`config.mk`:
```
export PLATFORM = sky130hd
export DESIGN_NAME = fp32_sub_seq
export DESIGN_NICKNAME = d
export VERILOG_FILES = /design/src/rtl/fp32_pkg.sv /design/src/rtl/fp32_unpack.sv /design/src/rtl/fp32_sub_seq.sv
export SDC_FILE = /design/constraint.sdc
export NUM_CORES = 1
export LEC_CHECK = 0
export BUFFER_PORTS_ARGS = -buffer_cell sky130_fd_sc_hd__buf_2
export CORE_MARGIN = 3
export CORE_UTILIZATION = 45
export DETAILED_ROUTE_END_ITERATION = 12
export SETUP_SLACK_MARGIN = 0.3
export SKIP_LAST_GASP = 1
export SYNTH_ARGS = -nofsm -noshare
export SYNTH_HDL_FRONTEND = slang
export SYNTH_HIERARCHICAL = 1
export SYNTH_SLANG_ARGS = --single-unit
```
`constraint.sdc`:
```
create_clock -name clk -period 18.3 [get_ports clk]
set_input_delay 1.83 -clock clk [delete_from_list [all_inputs] [get_ports clk]]
set_output_delay 1.83 -clock clk [all_outputs]
set_load 0.1 [all_outputs]
```
`src/rtl/fp32_pkg.sv`:
```
// rtl/fp32_pkg.sv - shared field widths, constants, FSM states and helpers for the binary32 subtractor
package fp32_pkg;

  localparam int EXP_W    = 8;
  localparam int FRAC_W   = 23;
  localparam int SIG_W    = FRAC_W + 1;
  localparam int EXP_BIAS = 127;

  // Biased exponent value reserved for inf/NaN.
  localparam logic [EXP_W:0] EXP_MAX = 9'(2 * EXP_BIAS + 1);

  localparam logic [31:0] FP32_QNAN    = 32'h7FC00000;
  localparam logic [31:0] FP32_POS_INF = 32'h7F800000;

  typedef enum logic [2:0] {
    ST_IDLE,
    ST_UNPACK,
    ST_ALIGN,
    ST_ADD,
    ST_NORM,
    ST_ROUND,
    ST_DONE
  } state_t;

  typedef enum logic [2:0] {
    FP_ZERO,
    FP_SUBNORM,
    FP_NORMAL,
    FP_INF,
    FP_NAN
  } fp_class_t;

  // Exponent carries one spare bit so the carry out of ADD/ROUND is visible.
  typedef struct packed {
    logic             sign;
    logic [EXP_W:0]   exp;
    logic [SIG_W-1:0] sig;
    fp_class_t        cls;
  } fp_unpacked_t;

  // Working significand is {24-bit significand, guard, round, sticky}.
  function automatic logic norm_needed(input logic [SIG_W+2:0] mant, input logic [EXP_W:0] exp);
    return !mant[SIG_W+2] && (mant != '0) && (exp > 9'd1);
  endfunction

endpackage

```
`src/rtl/fp32_unpack.sv`:
```
// rtl/fp32_unpack.sv - combinational binary32 field split and class detect; FP32_SUB_SUBNORM_EN keeps subnormals
module fp32_unpack
  import fp32_pkg::*;
(
  input  logic [31:0]  value,
  input  logic         flip_sign,
  output fp_unpacked_t fields
);

  logic [EXP_W-1:0]  exp_raw;
  logic [FRAC_W-1:0] frac;

  assign exp_raw = value[30:23];
  assign frac    = value[22:0];

  // Split fields, restore the hidden bit and classify the operand.
  always_comb begin
    fields.sign = value[31] ^ flip_sign;
    fields.exp  = {1'b0, exp_raw};
    fields.sig  = {1'b1, frac};
    fields.cls  = FP_NORMAL;
    if (exp_raw == '1) begin
      fields.cls = (frac == '0) ? FP_INF : FP_NAN;
    end else if (exp_raw == '0) begin
      // Exponent-zero encodings sit at exponent 1 so alignment distances stay correct.
      fields.exp = 9'd1;
`ifdef FP32_SUB_SUBNORM_EN
      fields.sig = {1'b0, frac};
`else
      fields.sig = '0;
`endif
      fields.cls = (frac == '0) ? FP_ZERO : FP_SUBNORM;
    end
  end

endmodule

```
`src/rtl/fp32_sub_seq.sv`:
```
// rtl/fp32_sub_seq.sv - multi-cycle binary32 subtractor (operand_1 - operand_2); FP32_SUB_SUBNORM_EN enables subnormals
module fp32_sub_seq
  import fp32_pkg::*;
#(
  parameter int NORM_BITS_PER_CYCLE = 1
) (
  input  logic        clk,
  input  logic        rst,
  input  logic        in_valid,
  output logic        in_ready,
  input  logic [31:0] operand_1,
  input  logic [31:0] operand_2,
  output logic        out_valid,
  input  logic        out_ready,
  output logic [31:0] sub_output,
  output logic        busy
);

  localparam int MANT_W = SIG_W + 3;

  state_t state;

  logic [31:0]       op_a;
  logic [31:0]       op_b;
  logic              sign_a;
  logic              sign_b;
  logic [EXP_W:0]    exp_a;
  logic [EXP_W:0]    exp_b;
  logic [SIG_W-1:0]  sig_a;
  logic [SIG_W-1:0]  sig_b;
  logic [MANT_W-1:0] big_mant;
  logic [MANT_W-1:0] small_mant;
  logic [MANT_W-1:0] work_mant;
  logic [EXP_W:0]    res_exp;
  logic              res_sign;

  fp_unpacked_t ua;
  fp_unpacked_t ub;

  fp32_unpack u_unpack_a (
    .value     (op_a),
    .flip_sign (1'b0),
    .fields    (ua)
  );

  // The subtrahend's sign is inverted so the rest of the datapath is an adder.
  fp32_unpack u_unpack_b (
    .value     (op_b),
    .flip_sign (1'b1),
    .fields    (ub)
  );

  logic        special;
  logic [31:0] special_res;

  // Detect NaN/inf operands and pick the result that bypasses the arithmetic path.
  always_comb begin
    special     = 1'b0;
    special_res = FP32_QNAN;
    if (ua.cls == FP_NAN || ub.cls == FP_NAN) begin
      special     = 1'b1;
      special_res = FP32_QNAN;
    end else if (ua.cls == FP_INF && ub.cls == FP_INF) begin
      special     = 1'b1;
      special_res = (ua.sign == ub.sign) ? {ua.sign, FP32_POS_INF[30:0]} : FP32_QNAN;
    end else if (ua.cls == FP_INF) begin
      special     = 1'b1;
      special_res = {ua.sign, FP32_POS_INF[30:0]};
    end else if (ub.cls == FP_INF) begin
      special     = 1'b1;
      special_res = {ub.sign, FP32_POS_INF[30:0]};
    end
  end

  logic              a_bigger;
  logic              big_sign;
  logic [EXP_W:0]    big_exp;
  logic [EXP_W:0]    small_exp;
  logic [SIG_W-1:0]  big_sig;
  logic [SIG_W-1:0]  small_sig;
  logic [EXP_W:0]    shift_amt;
  logic [5:0]        shift_cl;
  logic [2*MANT_W-1:0] shift_tmp;
  logic [MANT_W-1:0] aligned_small;

  // Order operands by magnitude and right-shift the smaller one, folding lost bits into sticky.
  always_comb begin
    a_bigger  = {exp_a, sig_a} >= {exp_b, sig_b};
    big_sign  = a_bigger ? sign_a : sign_b;
    big_exp   = a_bigger ? exp_a : exp_b;
    small_exp = a_bigger ? exp_b : exp_a;
    big_sig   = a_bigger ? sig_a : sig_b;
    small_sig = a_bigger ? sig_b : sig_a;
    shift_amt = big_exp - small_exp;
    shift_cl  = (shift_amt > 9'd27) ? 6'd27 : shift_amt[5:0];
    // Lower half of the double-width shift collects every bit pushed out of the window.
    shift_tmp = {small_sig, 30'd0} >> shift_cl;
    aligned_small = {shift_tmp[2*MANT_W-1:MANT_W+1], shift_tmp[MANT_W] | (|shift_tmp[MANT_W-1:0])};
  end

  logic [MANT_W:0]   sum;
  logic [MANT_W-1:0] add_mant;
  logic [EXP_W:0]    add_exp;

  // Magnitude add or subtract; a carry out is absorbed by a 1-bit right shift.
  always_comb begin
    if (sign_a ^ sign_b) begin
      sum = {1'b0, big_mant} - {1'b0, small_mant};
    end else begin
      sum = {1'b0, big_mant} + {1'b0, small_mant};
    end
    add_mant = sum[MANT_W-1:0];
    add_exp  = res_exp;
    if (sum[MANT_W]) begin
      add_mant = {sum[MANT_W:2], sum[1] | sum[0]};
      add_exp  = res_exp + 9'd1;
    end
  end

  logic [MANT_W-1:0] norm_mant;
  logic [EXP_W:0]    norm_exp;
  logic              norm_done;

  // One NORM cycle: up to NORM_BITS_PER_CYCLE single-bit left shifts, stopping at the first done condition.
  always_comb begin
    norm_mant = work_mant;
    norm_exp  = res_exp;
    for (int i = 0; i < NORM_BITS_PER_CYCLE; i++) begin
      if (norm_needed(norm_mant, norm_exp)) begin
        norm_mant = norm_mant << 1;
        norm_exp  = norm_exp - 9'd1;
      end
    end
    norm_done = !norm_needed(norm_mant, norm_exp);
  end

  logic              round_up;
  logic [SIG_W:0]    sig_rnd;
  logic [SIG_W-1:0]  rnd_sig;
  logic [EXP_W:0]    rnd_exp;
  logic [31:0]       rnd_res;

  // Round to nearest even, renormalise a rounding carry, then pack with overflow/underflow handling.
  always_comb begin
    round_up = work_mant[2] & (work_mant[1] | work_mant[0] | work_mant[3]);
    sig_rnd  = {1'b0, work_mant[MANT_W-1:3]} + {{SIG_W{1'b0}}, round_up};
    rnd_sig  = sig_rnd[SIG_W-1:0];
    rnd_exp  = res_exp;
    if (sig_rnd[SIG_W]) begin
      rnd_sig = sig_rnd[SIG_W:1];
      rnd_exp = res_exp + 9'd1;
    end
    if (rnd_sig == '0) begin
      rnd_res = {res_sign, 31'd0};
    end else if (rnd_exp >= EXP_MAX) begin
      rnd_res = {res_sign, FP32_POS_INF[30:0]};
    end else if (!rnd_sig[SIG_W-1]) begin
      // Hidden bit still clear means normalisation stopped at exponent 1: below the normal range.
`ifdef FP32_SUB_SUBNORM_EN
      rnd_res = {res_sign, 8'd0, rnd_sig[FRAC_W-1:0]};
`else
      rnd_res = {res_sign, 31'd0};
`endif
    end else begin
      rnd_res = {res_sign, rnd_exp[EXP_W-1:0], rnd_sig[FRAC_W-1:0]};
    end
  end

  // Control FSM with registered handshake outputs; datapath registers load in their own state.
  always_ff @(posedge clk) begin
    if (rst) begin
      state      <= ST_IDLE;
      in_ready   <= 1'b1;
      busy       <= 1'b0;
      out_valid  <= 1'b0;
      sub_output <= '0;
    end else begin
      case (state)
        ST_IDLE: begin
          if (in_valid) begin
            op_a     <= operand_1;
            op_b     <= operand_2;
            in_ready <= 1'b0;
            busy     <= 1'b1;
            state    <= ST_UNPACK;
          end
        end
        ST_UNPACK: begin
          sign_a <= ua.sign;
          sign_b <= ub.sign;
          exp_a  <= ua.exp;
          exp_b  <= ub.exp;
          sig_a  <= ua.sig;
          sig_b  <= ub.sig;
          if (special) begin
            sub_output <= special_res;
            out_valid  <= 1'b1;
            state      <= ST_DONE;
          end else begin
            state <= ST_ALIGN;
          end
        end
        ST_ALIGN: begin
          big_mant   <= {big_sig, 3'b000};
          small_mant <= aligned_small;
          res_exp    <= big_exp;
          res_sign   <= big_sign;
          state      <= ST_ADD;
        end
        ST_ADD: begin
          work_mant <= add_mant;
          res_exp   <= add_exp;
          // Exact zero is +0 unless both inputs were zeros of the same effective sign.
          if (add_mant == '0) begin
            res_sign <= sign_a & sign_b;
          end
          state <= norm_needed(add_mant, add_exp) ? ST_NORM : ST_ROUND;
        end
        ST_NORM: begin
          work_mant <= norm_mant;
          res_exp   <= norm_exp;
          if (norm_done) begin
            state <= ST_ROUND;
          end
        end
        ST_ROUND: begin
          sub_output <= rnd_res;
          out_valid  <= 1'b1;
          state      <= ST_DONE;
        end
        ST_DONE: begin
          if (out_ready) begin
            out_valid <= 1'b0;
            in_ready  <= 1'b1;
            busy      <= 1'b0;
            state     <= ST_IDLE;
          end
        end
        default: begin
          out_valid <= 1'b0;
          in_ready  <= 1'b1;
          busy      <= 1'b0;
          state     <= ST_IDLE;
        end
      endcase
    end
  end

endmodule

```
; ---- Yosys cells after proc, flatten, opt, wreduce, memory -nomap -nowiden
; Cells that the tools add are included.
[word_totals]
inputBits = 68
elab_cells = 157
regBits = 258
[classes]
shift = 1
eq_ne = 18
n_addsub = 6
n_mux = 55
bitwise = 11
n_lt_le_gt_ge = 6
n_reduce_logical = 38
[op_table]
columns = op, n
row1 = 2-to-1 mux 32 bit, 8
row2 = 2-to-1 mux 31 bit, 3
row3 = nonzero test 27 bit, 3
row4 = 2-to-1 mux 24 bit, 3
row5 = 2-to-1 mux 35 bit, 2
row6 = one-hot mux 32 bit (2 select lines), 1
row7 = 2-to-1 mux 27 bit, 2
row8 = one-hot mux 27 bit (2 select lines), 1
row9 = right shift 54 x 6 -> 54 bit, 1
row10 = zero test 23 bit, 2
row11 = 2-to-1 mux 9 bit, 5
row12 = greater-or-equal comparator 33 bit, 1
row13 = adder 27 x 27 -> 28 bit, 1
row14 = 2-to-1 mux 28 bit, 1
row15 = subtractor 27 x 27 -> 28 bit, 1
row16 = > comparator 9 x 1 -> 1 bit (second input constant), 3
row17 = zero test 27 bit, 1
row18 = one-hot mux 9 bit (3 select lines), 1
row19 = OR reduction 27 bit, 1
row20 = adder 24 x 1 -> 25 bit, 1
row21 = zero test 24 bit, 1
row22 = 2-to-1 mux 3 bit, 8
row23 = one-hot mux 3 bit (7 select lines), 1
row24 = == test 8 bit (second input constant), 2
row25 = 30 further kinds, 81

; ---- Depth between registers and ports, before layout
[logic_depth]
word_depth = 11
mapped_depth = 31

; ---- Cells and area by module
; Netlist, hierarchy kept.
[modules_own_cells]
columns = mod, seq_area_each_um2, area_per_inst_um2, cells_per_inst, instances
row1 = fp32_sub_seq, 7367.1, 16669.7, 1836, 1
row2 = fp32_unpack, 0.0, 361.6, 54, 2

; ---- Worst setup path before layout
; No wires, ideal clock.
[synth_path]
path_kind = in2reg
startpoint = input rst
endpoint = register exp_a[0] (enable)
setup_ps = 578
path_slack_ps = 10859
arrival_time_ps = 6863
cell_stages = 3
path_buffers = 2
path_cell_list = clkbuf_1 clkbuf_1 nor3_1
[synth_between]
elab_chain_cells = 2
[synth_lines]
columns = item, line
row1 = "start, declared", fp32_sub_seq.sv:8  ; input logic rst,
row2 = NOT 1 bit (no source line), -
row3 = AND reduction 2 bit (no source line), -
row4 = "end signal, assigned", fp32_sub_seq.sv:191  ; exp_a <= ua.exp;
row5 = "end, declared", fp32_sub_seq.sv:27  ; logic [EXP_W:0] exp_a;
; No other way between the ends.
; A chain may end at the register's enable or synchronous reset.

; ---- Worst setup path in the final report
[layout_path]
startpoint = register exp_a[6]
endpoint = register small_mant[0] (data pin)
[layout_between]
elab_chain_cells = 8
[layout_lines]
columns = item, line
row1 = greater-or-equal comparator 33 bit, fp32_sub_seq.sv:88  ; a_bigger = {exp_a, sig_a} >= {exp_b, sig_b};
row2 = 2-to-1 mux 9 bit (on tied branches), "fp32_sub_seq.sv:90, fp32_sub_seq.sv:91"
row3 = subtractor 9 bit, fp32_sub_seq.sv:94  ; shift_amt = big_exp - small_exp;
row4 = > comparator 9 x 5 -> 1 bit, fp32_sub_seq.sv:95  ; shift_cl = (shift_amt > 9'd27) ? 6'd27 : shift_amt[5:0];
row5 = 2-to-1 mux 6 bit, fp32_sub_seq.sv:95
row6 = right shift 54 x 6 -> 54 bit (*), fp32_sub_seq.sv:97  ; shift_tmp = {small_sig, 30'd0} >> shift_cl;
row7 = OR reduction 27 bit, fp32_sub_seq.sv:98  ; aligned_small = {shift_tmp[2*MANT_W-1:MANT_W+1], shift_tmp[MANT_W] | (|shift_tmp[MANT_W-1:0])};
row8 = bitwise OR 1 bit (*), fp32_sub_seq.sv:98
row9 = named net aligned_small[0], fp32_sub_seq.sv:84  ; logic [MANT_W-1:0] aligned_small;
row10 = "end signal, assigned", fp32_sub_seq.sv:205  ; small_mant <= aligned_small;
row11 = "end, declared", fp32_sub_seq.sv:32  ; logic [MANT_W-1:0] small_mant;
; Mark *: on every way through the listed nets, which the timed path passes. The rest lies on a longest branch.

==> flow_summary.ini <==
[worst_hold_path]
holdPathStages = 2
min_path_type = reg -> reg

[drt]
firstDrtPassIters = 5
drtAntennaViolNets = 0
wirelength_microns = 45200
drtIter0Drc = 1046
drc_errors = 0
wl_per_cell_microns = 18.2
vias_per_cell = 5.75
vias = 14336

[grt]
grt_max_degree = 84
grt_pass1_wl_microns = 72500
antenna_found_initial = 1
grt_pass1_vias = 13396
gr-usage-met2_pct = 34.9
grtUsageTotal_pct = 21.4
gr-usage-met1_pct = 30.8
gr-max-usage-layer = met2
grtUsageMet3_pct = 2.69
grt_overflow_total = 0

[clock_tree]
ctsResizeCount = 0
cts_root_buf = clkbuf_16
cts_buffers = 30
clk_pin_slew_ns = 0.06
htree_levels = 1
cts_num_sinks = 258
post_cts_buffers = 0
insertion_delay_ns = 0.57
cts_tree = built
cts_hold_buf = 0
ctsLongestPathBuffers = 3

[sta]
setup_viol = 0
tns_ns = 0
worstMarginPinSlew_ns = 1.15
skew_ns = 0.0109
rsz0062_at_grt = no
whs_ns = 0.454
fin_crit_sh_pct = 38.4
slew_headroom_pct = 23.2
fin_crit_ns = 7.03
hold_viol_final = 0
finalMaxSlewViolations = 0
fmax_ghz = 0.142

[placed_design]
port_buffers = 102
hpwl_microns = 34700
routabilityCongestion = 0.909

[critical_path]
end_kind = flop
r2r_cells = 18
critPathLaunchType = flop
crit_path_max_fanout = 83
path_class = reg -> reg
cp.required_ns = 18.61
worstPathArrival_ns = 7.34

[pwr]
power.leakage_uw = 0.00728
p_per_area_nw_per_um2 = 134
vdd_drop_max_v = 0.0000825

[cells_and_area]
final_nets = 2117
layout_common_cells = nand2_1, edfxtp_1, nor2_1, a21oi_1, o21ai_0
area_growth_pct = 9.49
final_common_cell = nand2_1
n_antenna_cell = 0
drive_gt1_share_pct = 10.8

[floorplan]
boundaryPins = 103
die_h_microns = 203
num_rows = 71
die-width_microns = 203
dieArea_sq_um = 41000
start_util_pct = 46.0
core_sq_um = 37800

[yosys]
syn_nets = 2103
ys_ff_latch = 258
synth.distinct_cells = 95
syn_inst = 1944
yosysSeqAreaShare_pct = 42.4
synthArstFlopShare_pct = 0
synth_top_flop_cell = edfxtp_1
avgSynthCellArea_sq_um = 8.95
synth_edf_count = 220
synth-warning-count = 6
syn_area_sq_um = 17400

[job]
drv_cap = 0

[run_status]
status = finished, final reports clean
==> metal layers <==
layer | up-vias | share of wire (%)
met5 | - | 0
met4 | 0 | 1.5
li1 | 7123 | -
met2 | 323 | 46
met3 | 47 | 4.3
met1 | 6843 | 48
==> synthesized netlist by cell type (11+ instances only) <==
master / n / share of area [%]
nand2b_1: 16 / 0.58
ha_1: 90 / 6.5
a22oi_1: 35 / 1.5
nand3_1: 33 / 0.95
inv_1: 89 / 1.9
o21ai_1: 15 / 0.43
nor2b_1: 13 / 0.47
xnor2_1: 32 / 1.6
nor4_1: 28 / 1.0
nor2_1: 184 / 4.0
nor3_1: 62 / 1.8
o211ai_1: 26 / 1.1
xor2_1: 34 / 1.7
o21a_1: 11 / 0.47
buf_1: 11 / 0.24
and2_1: 41 / 1.5
a211oi_1: 40 / 1.7
nand2_1: 237 / 5.1
edfxtp_1: 220 / 38
dfxtp_1: 38 / 4.4
and3_1: 29 / 1.0
o21ai_0: 117 / 3.4
a21oi_1: 132 / 3.8
or3_1: 12 / 0.43
nand4_1: 22 / 0.79
mux2i_1: 20 / 1.2
o22ai_1: 18 / 0.65
a21o_1: 19 / 0.82
clkbuf_1: 97 / 2.1
and2_4: 15 / 0.76
a31oi_1: 36 / 1.3
==> metrics by stage <==
step / utilization, % / std cells / power, uW / setup slack (ns) / area [sq um]
after floorplan: - / 1944 / 1690 / 10.86 / 17400
after global placement: 47.8 / 2437 / 1950 / 11.46 / 18100
after detailed placement: 47.8 / 2437 / 1950 / 11.30 / 18100
after CTS: 50.3 / 2493 / 2550 / 11.31 / 19000
after global routing: 50.3 / 2493 / 2710 / 10.74 / 19000
final: 50.3 / 2493 / 2540 / 11.27 / 19000
==> report_power, final <==
part / switching [uW] / total, uW / internal [uW]
clock network: 240 / 591 / 351
logic: 714 / 1070 / 354
registers: 99.0 / 884 / 785
total: 1050 / 2540 / 1490
==> worst paths after layout <==
kind | slack (ns) | startpoint | to
worst min register to register | 0.45 | busy | busy
worst min-delay path | 0.45 | busy | busy
worst max-delay path | 11.27 | exp_a[6] | small_mant[0]
worst max register to register | 11.27 | exp_a[6] | small_mant[0]
==> state kept, by name (all words and copies together), names as in the netlist, 3 cells and up <==
register and flops:
op_b 32, res_exp 9, exp_a 9, sub_output 32, exp_b 9, big_mant 24
sig_b 24, work_mant 27, small_mant 27, sig_a 24, state 3, op_a 32
==> cell type report <==
type                       instances  area [sq um]
fill                            3579         18800
multi-input combinational       1463          9120
sequential                       258          7370
clock buffer                      38           802
tap                              511           639
timing repair buffer             116           616
inverter                          89           334
clock inverter                    18           168
==> worst max-delay path: stages (launching register included) <==
cell and delay [ns]:
edfxtp_1 0.42, ha_1 0.47, and4_1 0.34, and3_1 0.23, o21a_1 0.19, o21ai_4 0.12
nand2_2 0.09, buf_4 0.59, mux2i_1 0.32, or4b_1 0.45, nand3_1 0.12, and4_1 0.85
and2_1 0.95, o21ai_0 0.27, mux2_2 0.35, nand4bb_1 0.23, a2111oi_4 0.22, nand4b_1 0.13
a221o_1 0.36
==> kinds of logic (layout without fill, tap and decap cells) <==
kind of cell               count (synthesis)  count (layout)  share of synthesized area, %
other                                      4               4                        0.0863
xor gates and xnor gates                  66              66                          3.32
adders and majority gates                 91              91                          6.59
AOI/OAI and AO/OA                        540             540                          20.2
DFF                                      258             258                          42.4
and+or+nand+nor                          738             738                          20.6
buffers and inverters                    223             261                          5.42
muxes                                     24              24                          1.41
Note: power is estimated with default switching activity, not from simulation.
